File: config.mk
export PLATFORM = sky130hd
export DESIGN_NAME = mem_arbiter
export DESIGN_NICKNAME = d
export VERILOG_FILES = /design/src/rtl/mem_arb_pkg.sv /design/src/rtl/mem_arb_select.sv /design/src/rtl/mem_arbiter.sv
export SDC_FILE = /design/constraint.sdc
export NUM_CORES = 1
export LEC_CHECK = 0
export BUFFER_PORTS_ARGS = -buffer_cell sky130_fd_sc_hd__buf_2
export CORE_MARGIN = 4
export CORE_UTILIZATION = 44
export DETAILED_ROUTE_END_ITERATION = 10
export PLACE_DENSITY_LB_ADDON = 0.25
export SKIP_CTS_REPAIR_TIMING = 1
export SYNTH_ARGS = -nofsm -noshare
export SYNTH_HDL_FRONTEND = slang
export SYNTH_SLANG_ARGS = --single-unit
File: constraint.sdc
create_clock -name clk -period 4.8 [get_ports clk]
set_input_delay 0.96 -clock clk [delete_from_list [all_inputs] [get_ports clk]]
set_output_delay 0.96 -clock clk [all_outputs]
set_load 0.1 [all_outputs]
File: src/rtl/mem_arb_pkg.sv
// mem_arb_pkg: shared types and constants for the RAM-port arbiter.
//   state_t     - arbiter FSM states
//   gnt_t       - grant encoding (GNT_NONE / GNT_IF / GNT_LS)
//   STARVE_W    - width of the fetch starvation counter
//   LAT_W       - width of the read latency counter
package mem_arb_pkg;

    typedef enum logic [1:0] {
        IDLE  = 2'd0,
        WRITE = 2'd1,
        READ  = 2'd2,
        RESP  = 2'd3
    } state_t;

    typedef logic [1:0] gnt_t;

    localparam gnt_t GNT_NONE = 2'd0;
    localparam gnt_t GNT_IF   = 2'd1;
    localparam gnt_t GNT_LS   = 2'd2;

    localparam int unsigned STARVE_W = 4;
    localparam int unsigned LAT_W    = 3;

endpackage

File: src/rtl/mem_arb_select.sv
// mem_arb_select: picks the winning requester for the shared RAM port and
// tracks how many load/store grants have been made while fetch was waiting.
//   clk, reset - clock, synchronous active-high reset
//   if_req     - fetch request pending
//   ls_req     - load/store request pending
//   grant_en   - arbiter is idle and may issue a grant this cycle
//   gnt        - combinational winner (GNT_NONE when grant_en=0 or no request)
module mem_arb_select
    import mem_arb_pkg::*;
#(
    parameter int unsigned STARVE_LIMIT = 4
) (
    input  logic clk,
    input  logic reset,
    input  logic if_req,
    input  logic ls_req,
    input  logic grant_en,
    output gnt_t gnt
);

    localparam logic [STARVE_W-1:0] LIMIT = STARVE_W'(STARVE_LIMIT);

    logic [STARVE_W-1:0] starve_cnt;

    // Load/store normally wins; fetch wins when alone or once starved.
    always_comb begin
        gnt = GNT_NONE;
        if (grant_en) begin
            if (if_req && (!ls_req || starve_cnt == LIMIT))
                gnt = GNT_IF;
            else if (ls_req)
                gnt = GNT_LS;
        end
    end

    always_ff @(posedge clk) begin
        if (reset) begin
            starve_cnt <= '0;
        end else if (grant_en) begin
            if (!if_req || gnt == GNT_IF)
                starve_cnt <= '0;
            else if (gnt == GNT_LS && starve_cnt != LIMIT)
                starve_cnt <= starve_cnt + 1'b1;
        end
    end

endmodule

File: src/rtl/mem_arbiter.sv
// mem_arbiter: shares the single RAM port between instruction fetch and
// load/store. Stores take one cycle on the RAM, reads wait READ_LATENCY
// cycles before capturing data_i; each transaction ends with a one-cycle ack
// to the granted requester only. All outputs are registered.
//   if_req_i/if_addr_i             - fetch request and address
//   if_ack_o/if_rdata_o            - fetch completion pulse and fetched word
//   ls_req_i/ls_we_i/ls_addr_i/ls_wdata_i - load/store request
//   ls_ack_o/ls_rdata_o            - load/store completion pulse and loaded word
//   we_o/addr_o/data_o/data_i      - RAM port
//   busy_o                         - transaction in progress (state != IDLE)
module mem_arbiter
    import mem_arb_pkg::*;
#(
    parameter int unsigned READ_LATENCY = 1,
    parameter int unsigned STARVE_LIMIT = 4
) (
    input  logic        clk,
    input  logic        reset,
    input  logic        if_req_i,
    input  logic [31:0] if_addr_i,
    output logic        if_ack_o,
    output logic [31:0] if_rdata_o,
    input  logic        ls_req_i,
    input  logic        ls_we_i,
    input  logic [31:0] ls_addr_i,
    input  logic [31:0] ls_wdata_i,
    output logic        ls_ack_o,
    output logic [31:0] ls_rdata_o,
    output logic        we_o,
    output logic [31:0] addr_o,
    output logic [31:0] data_o,
    input  logic [31:0] data_i,
    output logic        busy_o
);

    localparam logic [LAT_W-1:0] LAT_LAST = LAT_W'(READ_LATENCY - 1);

    state_t           state;
    gnt_t             owner;
    gnt_t             gnt;
    logic [LAT_W-1:0] lat_cnt;

    mem_arb_select #(
        .STARVE_LIMIT (STARVE_LIMIT)
    ) u_select (
        .clk      (clk),
        .reset    (reset),
        .if_req   (if_req_i),
        .ls_req   (ls_req_i),
        .grant_en (state == IDLE),
        .gnt      (gnt)
    );

    always_ff @(posedge clk) begin
        if (reset) begin
            state      <= IDLE;
            owner      <= GNT_NONE;
            lat_cnt    <= '0;
            we_o       <= 1'b0;
            addr_o     <= '0;
            data_o     <= '0;
            if_ack_o   <= 1'b0;
            ls_ack_o   <= 1'b0;
            if_rdata_o <= '0;
            ls_rdata_o <= '0;
            busy_o     <= 1'b0;
        end else begin
            case (state)
                IDLE: begin
                    we_o    <= 1'b0;
                    lat_cnt <= '0;
                    case (gnt)
                        GNT_IF: begin
                            addr_o <= if_addr_i;
                            owner  <= GNT_IF;
                            busy_o <= 1'b1;
                            state  <= READ;
                        end
                        GNT_LS: begin
                            addr_o <= ls_addr_i;
                            owner  <= GNT_LS;
                            busy_o <= 1'b1;
                            if (ls_we_i) begin
                                // Store completes in the WRITE cycle itself,
                                // so we_o and the ack are raised together.
                                data_o   <= ls_wdata_i;
                                we_o     <= 1'b1;
                                ls_ack_o <= 1'b1;
                                state    <= WRITE;
                            end else begin
                                state <= READ;
                            end
                        end
                        default: ;
                    endcase
                end
                WRITE: begin
                    we_o     <= 1'b0;
                    ls_ack_o <= 1'b0;
                    busy_o   <= 1'b0;
                    state    <= IDLE;
                end
                READ: begin
                    if (lat_cnt == LAT_LAST) begin
                        if (owner == GNT_IF) begin
                            if_rdata_o <= data_i;
                            if_ack_o   <= 1'b1;
                        end else begin
                            ls_rdata_o <= data_i;
                            ls_ack_o   <= 1'b1;
                        end
                        state <= RESP;
                    end else begin
                        lat_cnt <= lat_cnt + 1'b1;
                    end
                end
                RESP: begin
                    if_ack_o <= 1'b0;
                    ls_ack_o <= 1'b0;
                    busy_o   <= 1'b0;
                    state    <= IDLE;
                end
                default: state <= IDLE;
            endcase
        end
    end

endmodule

==> impl_metrics.ini <==
[synthesis]
synth_seq_cells = 143
async_flop_share_pct = 0
synth.most_common_cell = dfxtp_1
synthCells = 677
synth_area_leaders = dfxtp_1, a21oi_1, nand3_1
synth_ff_type = dfxtp_1
synth_top_area_share_pct = 49.6
ys_warn_count = 0
postSynthAreaPerCell_um2 = 8.53
ys_seq_area_share_pct = 49.6
synthesis.nets = 816
ys_types = 37
synth_edf_count = 0
synth_area_leader_cell = dfxtp_1
netlist_area_um2 = 5770
yosys-top-cells-count = dfxtp_1, a21oi_1, nand2_1, nand3_1, o21ai_0

[detailed_routing]
drt_iter0_drc = 617
firstDrtPassIters = 5
wire_per_inst_um = 14.3
wl_mm = 15.5
drc_errors = 0
viasPerCell = 5.11
vias = 5555
drt.antenna.violating_nets = 0

[finish]
drive_gt1_share_pct = 33.9
seq_area_um2 = 2860
design_area_um2 = 7650
fill_cells = 1244
diodes = 0
nets = 1041
multi_input_area_um2 = 2590
synthToLayoutAreaGrowth_pct = 32.6

[floorplan]
core_um2 = 12700
die_w_um = 123
die_h_um = 123
io_pins = 265
row_count = 41
start_util_pct = 45.4
dieArea_um2 = 15000

[clocking]
cts.sink_count = 143
cts_made_buffers = 17
ctsLongestPathBuffers = 2
clkTransAtPathRegs_ns = 0.05
cts_tree = yes
cts_root_buffer = clkbuf_16
clk_latency_ns = 0.41
h-tree-depth = 4

[sta]
tns_ns = 0
finalCritPeriodShare_pct = 52.9
rsz0062_at_grt = false
fin_skew_ns = 0.00536
finalMaxSlewViolations = 0
postLayoutSetupSlackWorst_ns = 2.26
tightestPinTransition_ns = 0.792
finalSetupViolCount = 0
hold_violations = 0
slew_headroom_pct = 47.1
fmax_mhz = 394
timing.final.crit_period_ns = 2.54

[worst_setup_path]
cp-end-kind = flip-flop
crit_required_ns = 5.12
cp_max_fo = 65
crit_type = reg2reg
crit_path_start_kind = flip-flop
cp.arrival_ns = 2.86

[placed_design]
gp_congestion = 0.754
portBuffers = 264
dp.final_hpwl_mm = 10.6
place_ws_ns = 2.05
dpl_cell_area_um2 = 7090

[global_routing]
track_usage_pct = 20.2
grt_pass1_wl_mm = 24.3
grt_pass1_vias = 4881
overflow = 0
antenna_found_initial = 0
grt_max_degree = 67

[run_status]
status = completed

[power]
p_per_area_nw_per_um2 = 624
p_leak_nw = 3.35
power_mw = 4.77
peakVddDrop_mv = 0.378

[flow_run]
maxCapViolCount = 0

[hold_path]
min-delay-path-class = reg2reg
-- sequential cells by signal, summed over array words and instances, names as in the netlist, 2 cells and up --
signal,cells
if_rdata_o,32
addr_o,32
state,2
data_o,32
u_select.starve_cnt,4
lat_cnt,3
owner,2
ls_rdata_o,32
-- placed cells by master (no fill, tap or decap), types with 6 or more instances in the layout --
| master | netlist | routed |
|---|---|---|
| buf_4 | 12 | 11 |
| nand3_1 | 69 | 69 |
| buf_2 | 15 | 263 |
| inv_1 | 6 | 6 |
| nand2_1 | 76 | 76 |
| o21ai_0 | 67 | 67 |
| a211oi_1 | 32 | 32 |
| clkbuf_16 | 0 | 17 |
| dfxtp_1 | 143 | 143 |
| mux2i_1 | 32 | 32 |
| nor2_1 | 37 | 37 |
| a21oi_1 | 108 | 108 |
-- worst paths after layout --
check,from,slack [ns],cells past startpoint,endpoint
worst max-delay path,state[1]$_SDFFE_PP0P_,2.26,8,addr_o[16]$_SDFFE_PP0P_
worst min-delay path,ls_ack_o$_SDFFE_PP0P_,0.45,2,ls_ack_o$_SDFFE_PP0P_
worst max register to register,state[1]$_SDFFE_PP0P_,2.26,8,addr_o[16]$_SDFFE_PP0P_
worst min register to register,ls_ack_o$_SDFFE_PP0P_,0.45,2,ls_ack_o$_SDFFE_PP0P_
-- routing by layer --
layer | up-vias | track usage (%) | part of all wire [%]
met5 | - | 0 | 0
met4 | 0 | 7.63 | 1.4
met3 | 15 | 6.41 | 8.2
met2 | 196 | 31.8 | 49
met1 | 2522 | 25.8 | 41
li1 | 2822 | - | -
-- power by group --
group	internal, mW	total (mW)	leakage, nW	switching, mW
Combinational	0.372	2.07	1.91	1.69
Sequential	1.36	1.46	1.17	0.102
Clock	0.779	1.24	0.277	0.464
Total	2.51	4.77	3.35	2.26
-- metrics by stage --
| step | std cells | hold slack [ns] | util (%) |
|---|---|---|---|
| after floorplan | 677 | 0.445 | - |
| after global placement | 1055 | 0.436 | 55.7 |
| after detailed placement | 1055 | 0.437 | 55.7 |
| after CTS | 1087 | 0.451 | 60.2 |
| after global routing | 1087 | 0.470 | 60.2 |
| final | 1087 | 0.449 | 60.2 |
-- kinds of logic after synthesis --
logic type | synth area share (%)
compound gates | 20.4
buf+inv | 6.24
mux | 5.55
fa+ha+maj | 1.30
simple gates | 17.0
flops | 49.6
-- layout make-up --
type | instances | area share, %
Clock buffer | 27 | 6.70
Clock inverter | 5 | 0.687
Inverter | 6 | 0.294
Multi-Input combinational cell | 460 | 33.8
Sequential cell | 143 | 37.4
Tap cell | 172 | 2.81
Timing Repair Buffer | 274 | 18.3
-- worst max-delay path, stage by stage, from the launching register on --
cell	delay (ns)
dfxtp_1	0.83
nor2_1	0.17
nand3_1	0.15
inv_1	0.05
ha_2	0.30
nor3_4	0.11
buf_4	0.52
nor2_1	0.08
a211oi_1	0.23
(Power assumes the default switching activity.)
